**src/rtl/uart_rx_if.sv**
```systemverilog
// uart_rx_if -- handshake/bus bundle for the UART receiver.
//   baudX7   : one-clk tick at 7x bit rate (driven by master)
//   rxd      : raw serial line, idle high (driven by master)
//   clear    : one-clk pulse clearing the sticky flags (driven by master)
//   rxData   : last correctly framed byte (driven by receiver)
//   rxReady  : sticky byte-available flag
//   frameErr : sticky flag, stop bit sampled low
//   overrun  : sticky flag, byte completed while rxReady already set
`timescale 1ns/1ps
interface uart_rx_if;
  logic       baudX7;
  logic       rxd;
  logic       clear;
  logic [7:0] rxData;
  logic       rxReady;
  logic       frameErr;
  logic       overrun;

  modport master (output baudX7, rxd, clear,
                  input  rxData, rxReady, frameErr, overrun);
  modport slave  (input  baudX7, rxd, clear,
                  output rxData, rxReady, frameErr, overrun);
endinterface

```
**src/rtl/uart_rx.sv**
```systemverilog
// uart_rx -- 8N1 UART receiver with 7x oversampling and sticky status flags.
//   clk   : system clock, rising edge
//   reset : asynchronous, active-high
//   bus   : uart_rx_if.slave (baudX7, rxd, clear in; rxData, rxReady,
//           frameErr, overrun out)
// Parameter MIDPHASE (0..6): oversample phase at which each bit is sampled.
// Optional macro UART_RX_MAJORITY_EN: each bit is the 2-of-3 vote of the
// phases around MIDPHASE, decided one tick after MIDPHASE.
`timescale 1ns/1ps
module uart_rx #(
  parameter int MIDPHASE = 3
) (
  input  logic     clk,
  input  logic     reset,
  uart_rx_if.slave bus
);

  localparam logic [2:0] S_IDLE  = 3'd0;
  localparam logic [2:0] S_START = 3'd1;
  localparam logic [2:0] S_DATA  = 3'd2;
  localparam logic [2:0] S_STOP  = 3'd3;
  localparam logic [2:0] S_BREAK = 3'd4;

  localparam logic [2:0] P_SAMP = 3'(MIDPHASE);

  // rxd is asynchronous; two flops before anything looks at it
  logic sync1_q, rxs_q;

  always_ff @(posedge clk or posedge reset) begin
    if (reset) begin
      sync1_q <= 1'b1;
      rxs_q   <= 1'b1;
    end else begin
      sync1_q <= bus.rxd;
      rxs_q   <= sync1_q;
    end
  end

  logic [2:0] state_q, state_d;
  logic [2:0] phase_q, phase_d;
  logic [2:0] bit_q, bit_d;
  logic [7:0] shift_q, shift_d;
  logic [7:0] data_q, data_d;
  logic       rdy_q, rdy_d;
  logic       ferr_q, ferr_d;
  logic       ovr_q, ovr_d;

  logic [2:0] phase_inc;
  logic       in_frame;
  logic       samp;
  logic       bit_val;

  // phase counts 0..6 only
  assign phase_inc = (phase_q == 3'd6) ? 3'd0 : phase_q + 3'd1;
  assign in_frame  = (state_q == S_START) || (state_q == S_DATA) ||
                     (state_q == S_STOP);

`ifdef UART_RX_MAJORITY_EN
  localparam logic [2:0] P_PRE = 3'((MIDPHASE + 6) % 7);
  localparam logic [2:0] P_DEC = 3'((MIDPHASE + 1) % 7);

  // votes captured at MIDPHASE-1 and MIDPHASE; third vote is the live rxs
  logic v0_q, v1_q;

  always_ff @(posedge clk or posedge reset) begin
    if (reset) begin
      v0_q <= 1'b0;
      v1_q <= 1'b0;
    end else if (bus.baudX7 && in_frame) begin
      if (phase_inc == P_PRE)  v0_q <= rxs_q;
      if (phase_inc == P_SAMP) v1_q <= rxs_q;
    end
  end

  assign samp    = (phase_inc == P_DEC);
  assign bit_val = (v0_q & v1_q) | (v0_q & rxs_q) | (v1_q & rxs_q);
`else
  assign samp    = (phase_inc == P_SAMP);
  assign bit_val = rxs_q;
`endif

  always_comb begin
    state_d = state_q;
    phase_d = phase_q;
    bit_d   = bit_q;
    shift_d = shift_q;
    data_d  = data_q;
    rdy_d   = rdy_q;
    ferr_d  = ferr_q;
    ovr_d   = ovr_q;

    // clear first so a same-cycle set below takes priority
    if (bus.clear) begin
      rdy_d  = 1'b0;
      ferr_d = 1'b0;
      ovr_d  = 1'b0;
    end

    if (bus.baudX7) begin
      case (state_q)
        S_IDLE: begin
          if (!rxs_q) begin
            state_d = S_START;
            phase_d = 3'd0;
          end
        end
        S_START, S_DATA, S_STOP: begin
          phase_d = phase_inc;
          if (samp) begin
            case (state_q)
              S_START: begin
                if (!bit_val) begin
                  state_d = S_DATA;
                  bit_d   = 3'd0;
                end else begin
                  state_d = S_IDLE;  // false start
                end
              end
              S_DATA: begin
                shift_d = {bit_val, shift_q[7:1]};
                bit_d   = bit_q + 3'd1;
                if (bit_q == 3'd7) state_d = S_STOP;
              end
              S_STOP: begin
                if (bit_val) begin
                  data_d  = shift_q;
                  rdy_d   = 1'b1;
                  // a clear in this cycle consumes the old byte: no overrun
                  if (rdy_q && !bus.clear) ovr_d = 1'b1;
                  state_d = S_IDLE;
                end else begin
                  ferr_d  = 1'b1;
                  state_d = S_BREAK;
                end
              end
              default: ;
            endcase
          end
        end
        S_BREAK: begin
          // wait for the line to return high; a low line never restarts here
          if (rxs_q) state_d = S_IDLE;
        end
        default: state_d = S_IDLE;
      endcase
    end
  end

  always_ff @(posedge clk or posedge reset) begin
    if (reset) begin
      state_q <= S_IDLE;
      phase_q <= 3'd0;
      bit_q   <= 3'd0;
      shift_q <= 8'h00;
      data_q  <= 8'h00;
      rdy_q   <= 1'b0;
      ferr_q  <= 1'b0;
      ovr_q   <= 1'b0;
    end else begin
      state_q <= state_d;
      phase_q <= phase_d;
      bit_q   <= bit_d;
      shift_q <= shift_d;
      data_q  <= data_d;
      rdy_q   <= rdy_d;
      ferr_q  <= ferr_d;
      ovr_q   <= ovr_d;
    end
  end

  assign bus.rxData   = data_q;
  assign bus.rxReady  = rdy_q;
  assign bus.frameErr = ferr_q;
  assign bus.overrun  = ovr_q;

endmodule

```
**src/flat_wrapper.sv**
```systemverilog
// flat-port wrapper written by rule: the top's interface ports become plain ports
module uart_rx_flat 
#(
  parameter int MIDPHASE = 3
)
  (clk, reset, bus_baudX7, bus_rxd, bus_clear, bus_rxData, bus_rxReady, bus_frameErr, bus_overrun);
  uart_rx_if bus_i ();
  input  logic clk;
  input  logic reset;
  input wire logic [$bits(bus_i.baudX7)-1:0] bus_baudX7;
  input wire logic [$bits(bus_i.rxd)-1:0] bus_rxd;
  input wire logic [$bits(bus_i.clear)-1:0] bus_clear;
  output wire logic [$bits(bus_i.rxData)-1:0] bus_rxData;
  output wire logic [$bits(bus_i.rxReady)-1:0] bus_rxReady;
  output wire logic [$bits(bus_i.frameErr)-1:0] bus_frameErr;
  output wire logic [$bits(bus_i.overrun)-1:0] bus_overrun;
  assign bus_i.baudX7 = bus_baudX7;
  assign bus_i.rxd = bus_rxd;
  assign bus_i.clear = bus_clear;
  assign bus_rxData = bus_i.rxData;
  assign bus_rxReady = bus_i.rxReady;
  assign bus_frameErr = bus_i.frameErr;
  assign bus_overrun = bus_i.overrun;
  uart_rx #(.MIDPHASE(MIDPHASE)) u_core (.clk(clk), .reset(reset), .bus(bus_i));
endmodule
```
**config.mk**
```make
export PLATFORM = sky130hd
export DESIGN_NAME = uart_rx_flat
export DESIGN_NICKNAME = d
export VERILOG_FILES = /design/src/rtl/uart_rx_if.sv /design/src/rtl/uart_rx.sv /design/src/flat_wrapper.sv
export SDC_FILE = /design/constraint.sdc
export NUM_CORES = 1
export LEC_CHECK = 0
export CORE_MARGIN = 2
export CORE_UTILIZATION = 48
export DETAILED_ROUTE_END_ITERATION = 8
export HOLD_SLACK_MARGIN = 0.15
export PLACE_DENSITY = 0.73
export SETUP_SLACK_MARGIN = 0.2
export SYNTH_ARGS = -nofsm -noshare
export SYNTH_HDL_FRONTEND = slang
export SYNTH_SLANG_ARGS = --single-unit
```
**constraint.sdc**
```tcl
create_clock -name clk -period 1.9 [get_ports clk]
set_clock_uncertainty 0.1 [all_clocks]
set_input_delay 0.285 -clock clk [delete_from_list [all_inputs] [get_ports clk]]
set_output_delay 0.285 -clock clk [all_outputs]
set_load 0.005 [all_outputs]
```
==> results of run 1 <==
layer usage:
metal / vias up / wire length (um) / global-route usage
li1: 443 / - / -
met1: 452 / 1170 / 0.231
met2: 18 / 1280 / 0.284
met3: 2 / 105 / 0.0737
met4: 0 / 13 / 0.0578
met5: - / 0 / 0
state kept, by name, summed over array words and instances, names as in the netlist:
signal,flops
u_core.bus.overrun,1
u_core.state_q,3
u_core.bit_q,3
u_core.shift_q,8
u_core.bus.rxData,8
u_core.phase_q,3
u_core.bus.rxReady,1
u_core.bit_val,1
u_core.sync1_q,1
u_core.bus.frameErr,1
kinds of logic (layout without fill, tap and decap cells):
group	count (synthesis)	in the layout	synth area share
AND/OR/NAND/NOR	25	25	0.135
AO/OA/AOI/OAI	15	15	0.0863
multiplexers	20	20	0.169
buffers and inverters	7	46	0.0199
flip-flops	30	30	0.571
adder cells (fa/ha/maj)	2	2	0.0190
placed cells by master (no fill, tap or decap), types with 2 or more instances in the layout:
| cell | synthesis | layout |
|---|---|---|
| dfrtp_1 | 28 | 26 |
| nand2b_1 | 3 | 2 |
| inv_1 | 5 | 5 |
| a21o_1 | 2 | 2 |
| buf_4 | 0 | 14 |
| or3b_4 | 1 | 2 |
| o21ai_0 | 3 | 3 |
| o22ai_1 | 2 | 2 |
| ha_1 | 2 | 2 |
| dfstp_2 | 2 | 2 |
| mux2_2 | 18 | 18 |
| nand2_1 | 7 | 7 |
| mux2i_1 | 2 | 2 |
| o311ai_0 | 2 | 2 |
| buf_6 | 0 | 4 |
| clkdlybuf4s50_1 | 0 | 15 |
| clkbuf_4 | 0 | 5 |
| nor4b_1 | 2 | 2 |
| dfrtp_2 | 0 | 2 |
layout make-up:
type / instances / area share
clock buffers: 7 / 0.0318
flip-flops and latches: 30 / 0.436
well taps: 31 / 0.0224
multi-input cells: 62 / 0.323
clock inverters: 1 / 0.00289
inverters: 5 / 0.0108
repair buffers: 33 / 0.173
tightest hold or removal path, delay by kind of cell:
family                 cells  cell delay (ps)
buffers and inverters      3              770
stage by stage:
| step | hold WS, ps | setup WS, ps | std cells |
|---|---|---|---|
| 4_1_cts | 232 | 132 | 165 |
| 3_3_place_gp | 248 | -68.0 | 155 |
| 2_1_floorplan | 189 | 40.5 | 99 |
| 5_1_grt | 245 | 90.7 | 169 |
| 3_5_place_dp | 255 | -83.1 | 155 |
| 6_report | 235 | 134 | 169 |
power by group through the flow:
stage | registers (mW) | logic, mW | clock network [mW]
after floorplan | 0.826 | 0.315 | 0
after global placement | 0.818 | 0.484 | 0
after detailed placement | 0.828 | 0.500 | 0
after CTS | 0.808 | 0.552 | 0.399
after global routing | 0.820 | 0.659 | 0.438
final | 0.809 | 0.599 | 0.379
repair_timing:
item	in CTS	in global routing
setup endpoints to repair	11	19
gates resized for setup	6	6
setup buffers	2	3
pin swaps	0	3
cloned	0	1
worst max path at each step:
stage                 startpoint           endpoint  slack (ps)  depth (start not counted)
6_report       u_core.phase_q[2]  u_core.shift_q[7]         130                          4
5_1_grt        u_core.phase_q[2]  u_core.shift_q[0]          90                          4
4_1_cts        u_core.phase_q[2]  u_core.shift_q[7]         130                          4
3_5_place_dp          bus_baudX7    u_core.bit_q[0]         -80                          5
3_3_place_gp          bus_baudX7  u_core.shift_q[6]         -70                          5
2_1_floorplan  u_core.phase_q[2]  u_core.shift_q[0]          40                          3
==> results.tsv, run 1 <==
metric	value	unit
outcome	completed	
cts_made_buffers	5	
wl_per_cell	15.2	um
drt_iter0_drc	39	
post-route-cell-area	1730	um^2
die_x	56.4	um
switching_power	538	uW
finalSetupViolations	0	
synth_most_common_cell	dfrtp_1	
swShare	0.301	
grt_pass1_wl	4.32	mm
reg2reg_depth	4	
place_hpwl	1.69	mm
area_growth	31.4	%
grt_setup_unrepaired	true	
layout.nets	144	
clock_sinks	30	
initial_core_util	0.491	
timing.rr.start	u_core.phase_q[2]	
fmax	566	MHz
worst_setup_path_end_kind	register	
cts_tree	done	
ys_ff_latch	30	
fin_util	0.645	
std_cell_rows	19	
netlist_instances	99	
dieArea	3180	um^2
antenna_cells	0	
critPathBufInv	1	
p_comb_frac	0.335	
synth_common_cells	dfrtp_1 (28), mux2_2 (18), nand2_1 (7), inv_1 (5)	
ys_seq_area_frac	0.571	
period_share	0.929	
fill_cells	221	
antenna_found_initial	0	
antenna_left	0	
regArea	756	um^2
crit_required	2000	ps
routed_wl	2.56	mm
clk-insertion-delay-late	310	ps
firstDrtPassIters	4	
critPathTopFamily	simple AND/OR/NAND/NOR gates	
cellPowerDensity	1030	nW/um^2
critPathKind	reg -> reg	
ys_warn_count	0	
htreeDepth	2	
io_pins	16	
grt_start_max_net_pins	31	
drv_cap	0	
synth_cell_types	31	
synth_top_area_frac	0.531	
multiInputGateArea	559	um^2
portBuffers	15	
reg2reg_slack	130	ps
min_path_type	in -> async	
grt.overflow.total	0	
drive_gt1_frac	0.420	
viasPerCell	5.41	
synth_top_cell_by_area	dfrtp_1	
clkTransAtPathRegs	90	ps
vias	915	
seqPwrFrac	0.453	
relSlewSlack	0.740	
netlist_area	1320	um^2
first_global_vias	924	
synth_edf_count	0	
start_kind	register	
r2r_end	u_core.shift_q[7]	
synth.area.top_cells	dfrtp_1 (53%), mux2_2 (15%), dfstp_2 (4.0%)	
ys.flop_type	dfrtp_1	
hold_violations	0	
layout_min_cycle_time	1770	ps
drc	0	
path_max_fanout	9	
tightest_slew	380	ps
die_y	56.4	um
crit_chain	or3b_4 > nor4b_4 > buf_6 > mux2_2	
syn_nets	106	
cts_hold_buf	0	
fin_tns_setup	0	ps
total_power	1.79	mW
avgSynthCellArea	13.3	um^2
coreArea	2690	um^2
grt_usage	0.181	
leakagePower	0.822	nW
peakVddDrop	0.827	mV
gp_congestion	0.797	
slowest_delay	430	ps
p_int	1.25	mW
ys_async_sr_fraction	1.00	
clkPwrFrac	0.212	
crit_arrival	1860	ps
clockBufferDepth	2	
final_max_slew_viol_count	0	
dpl_cell_area	1590	um^2
clockRootBuffer	clkbuf_4	
cp_slowest_cell	or3b_4	
Power figures use the tool's default switching activity.
==> inputs of run 2 (changes only) <==
--- a/config.mk
+++ b/config.mk
@@ -5,9 +5,10 @@
 export SDC_FILE = /design/constraint.sdc
 export NUM_CORES = 1
 export LEC_CHECK = 0
-export CORE_MARGIN = 2
+export CORE_MARGIN = 3
 export CORE_UTILIZATION = 48
 export DETAILED_ROUTE_END_ITERATION = 8
+export GPL_TIMING_DRIVEN = 0
 export HOLD_SLACK_MARGIN = 0.15
 export PLACE_DENSITY = 0.73
 export SETUP_SLACK_MARGIN = 0.2
==> results.tsv, run 2 (synthesis gave the netlist of run 1 again) <==
metric	value	unit	change
std_cell_rows	18		was 19
wl_per_cell	15.9	um	was 15.2 um
relSlewSlack	0.278		was 0.740
antenna_cells	0		unchanged
mostFrequentLayoutCell	dfrtp_1		unchanged
layout_min_cycle_time	1830	ps	was 1770 ps
grt_setup_unrepaired	true		unchanged
die_y	58.4	um	was 56.4 um
fin_ws	74.4	ps	was 134 ps
fin_util	0.682		was 0.645
crit_required	2030	ps	was 2000 ps
drv_cap	0		unchanged
fill_cells	166		was 221
firstDrtPassIters	4		unchanged
grt.overflow.total	0		unchanged
htreeDepth	2		unchanged
total_power	1.82	mW	was 1.79 mW
timing.rr.start	u_core.phase_q[2]		unchanged
clockRootBuffer	clkbuf_4		unchanged
coreArea	2540	um^2	was 2690 um^2
grt_pass1_wl	4.58	mm	was 4.32 mm
min_path_type	in -> reg		was in -> async
multiInputGateArea	569	um^2	was 559 um^2
tightest_slew	1080	ps	was 380 ps
holdCritStartpoint	bus_rxd		
viasPerCell	5.75		was 5.41
outcome	completed		unchanged
period_share	0.961		was 0.929
cts_made_buffers	5		unchanged
antenna_found_initial	0		unchanged
peakVddDrop	0.934	mV	was 0.827 mV
final_max_slew_viol_count	0		unchanged
crit_arrival	1950	ps	was 1860 ps
initial_core_util	0.518		was 0.491
regArea	758	um^2	was 756 um^2
drc	0		unchanged
critPathKind	reg -> reg		unchanged
leakagePower	0.809	nW	was 0.822 nW
vias	955		was 915
drive_gt1_frac	0.426		was 0.420
hold_violations	0		unchanged
routed_wl	2.64	mm	was 2.56 mm
fmax	548	MHz	was 566 MHz
io_pins	16		unchanged
antenna_left	0		unchanged
cts_tree	done		unchanged
finalSetupViolations	0		unchanged
crit_start	u_core.phase_q[2]		unchanged
place_hpwl	1.54	mm	was 1.69 mm
dp_worst_setup_slack	-447	ps	was -83.1 ps
drt_iter0_drc	34		was 39
path_max_fanout	9		unchanged
cellPowerDensity	1050	nW/um^2	was 1030 nW/um^2
clkTransAtPathRegs	100	ps	was 90 ps
wl_met3	131	um	was 105 um
dieArea	3410	um^2	was 3180 um^2
top_layer_used	met4		unchanged
die_x	58.4	um	was 56.4 um
grt_usage	0.184		was 0.181
portBuffers	15		unchanged
grt_start_max_net_pins	31		unchanged
wl_met1	1.16	mm	was 1.17 mm
fin_tns_setup	0	ps	unchanged
gp_congestion	0.816		was 0.797
min_path_cells	1		
clockBufferDepth	2		unchanged
clock_sinks	30		unchanged
clk-insertion-delay-late	330	ps	was 310 ps
first_global_vias	977		was 924
cts_hold_buf	0		unchanged
worst_setup_path_end_kind	register		unchanged
met2WireLength	1.28	mm	about the same
area_growth	31.7	%	was 31.4%
start_kind	register		unchanged
most-common-layout-cells	dfrtp_1 (24), mux2_2 (16), clkdlybuf4s50_1 (15), buf_4 (9), nand2_1 (7)		was dfrtp_1 (26), mux2_2 (18), clkdlybuf4s50_1 (15), buf_4 (14), nand2_1 (7)
reg2reg_depth	4		unchanged
layout.nets	142		was 144
-- run 2: cell types whose count changed in the layout (fill, tap and decap cells not counted), moves of 2 or more --
| cell | change |
|---|---|
| buf_4 | -5 |
| dfrtp_1 | -2 |
| mux2_2 | -2 |
| mux2_4 | +2 |
| dfrtp_2 | +2 |
-- run 2: worst paths after layout --
check | endpoint | slack [ps]
setup / recovery | u_core.shift_q[3] | 70
hold / removal | u_core.sync1_q | 260
setup reg to reg | u_core.shift_q[3] | 70
hold reg to reg | u_core.bit_val | 260
max in group asynchronous | u_core.phase_q[0] | 570
min in group asynchronous | u_core.bus.rxData[5] | 420
-- run 2: report_power, final --
part           switching, mW  leakage [nW]  internal (mW)
Combinational          0.259         0.382          0.352
Sequential             0.103         0.395          0.743
Clock                  0.219        0.0320          0.141
-- run 2: routing by layer --
| layer | vias up | global-route usage |
|---|---|---|
| met4 | 0 | 0.0762 |
| met3 | 8 | 0.0724 |
| met1 | 483 | 0.238 |
| li1 | 439 | - |
| met2 | 25 | 0.278 |
| met5 | - | 0 |
-- run 2: area by class of cell --
type | count | share of cell area
clock buffers | 6 | 0.0238
plain buffers | 2 | 0.0108
repair buffers | 29 | 0.163
multi-input cells | 62 | 0.328
inverters | 5 | 0.0108
well taps | 30 | 0.0216
flip-flops and latches | 30 | 0.437
clock inverters | 2 | 0.00576
-- run 2: through the flow --
step / std cells / hold slack, ps / area (um^2)
2_1_floorplan: 99 / 189 / 1320
3_3_place_gp: 144 / 246 / 1510
3_5_place_dp: 144 / 251 / 1510
4_1_cts: 159 / 254 / 1650
5_1_grt: 166 / 261 / 1740
6_report: 166 / 263 / 1740
-- run 2: worst max-delay path: stages (launching register included) --
cell     delay [ps]
dfrtp_2         410
or3b_4          430
nor4b_4         270
buf_12          170
mux2_2          340
-- run 2: repair_timing --
action,4_1_cts,5_1_grt
buffers inserted,7,7
pin swaps,2,4
cloned,0,0
resized for setup,10,11
endpoints found under the setup margin,23,22
endpoints found under the hold margin,0,0
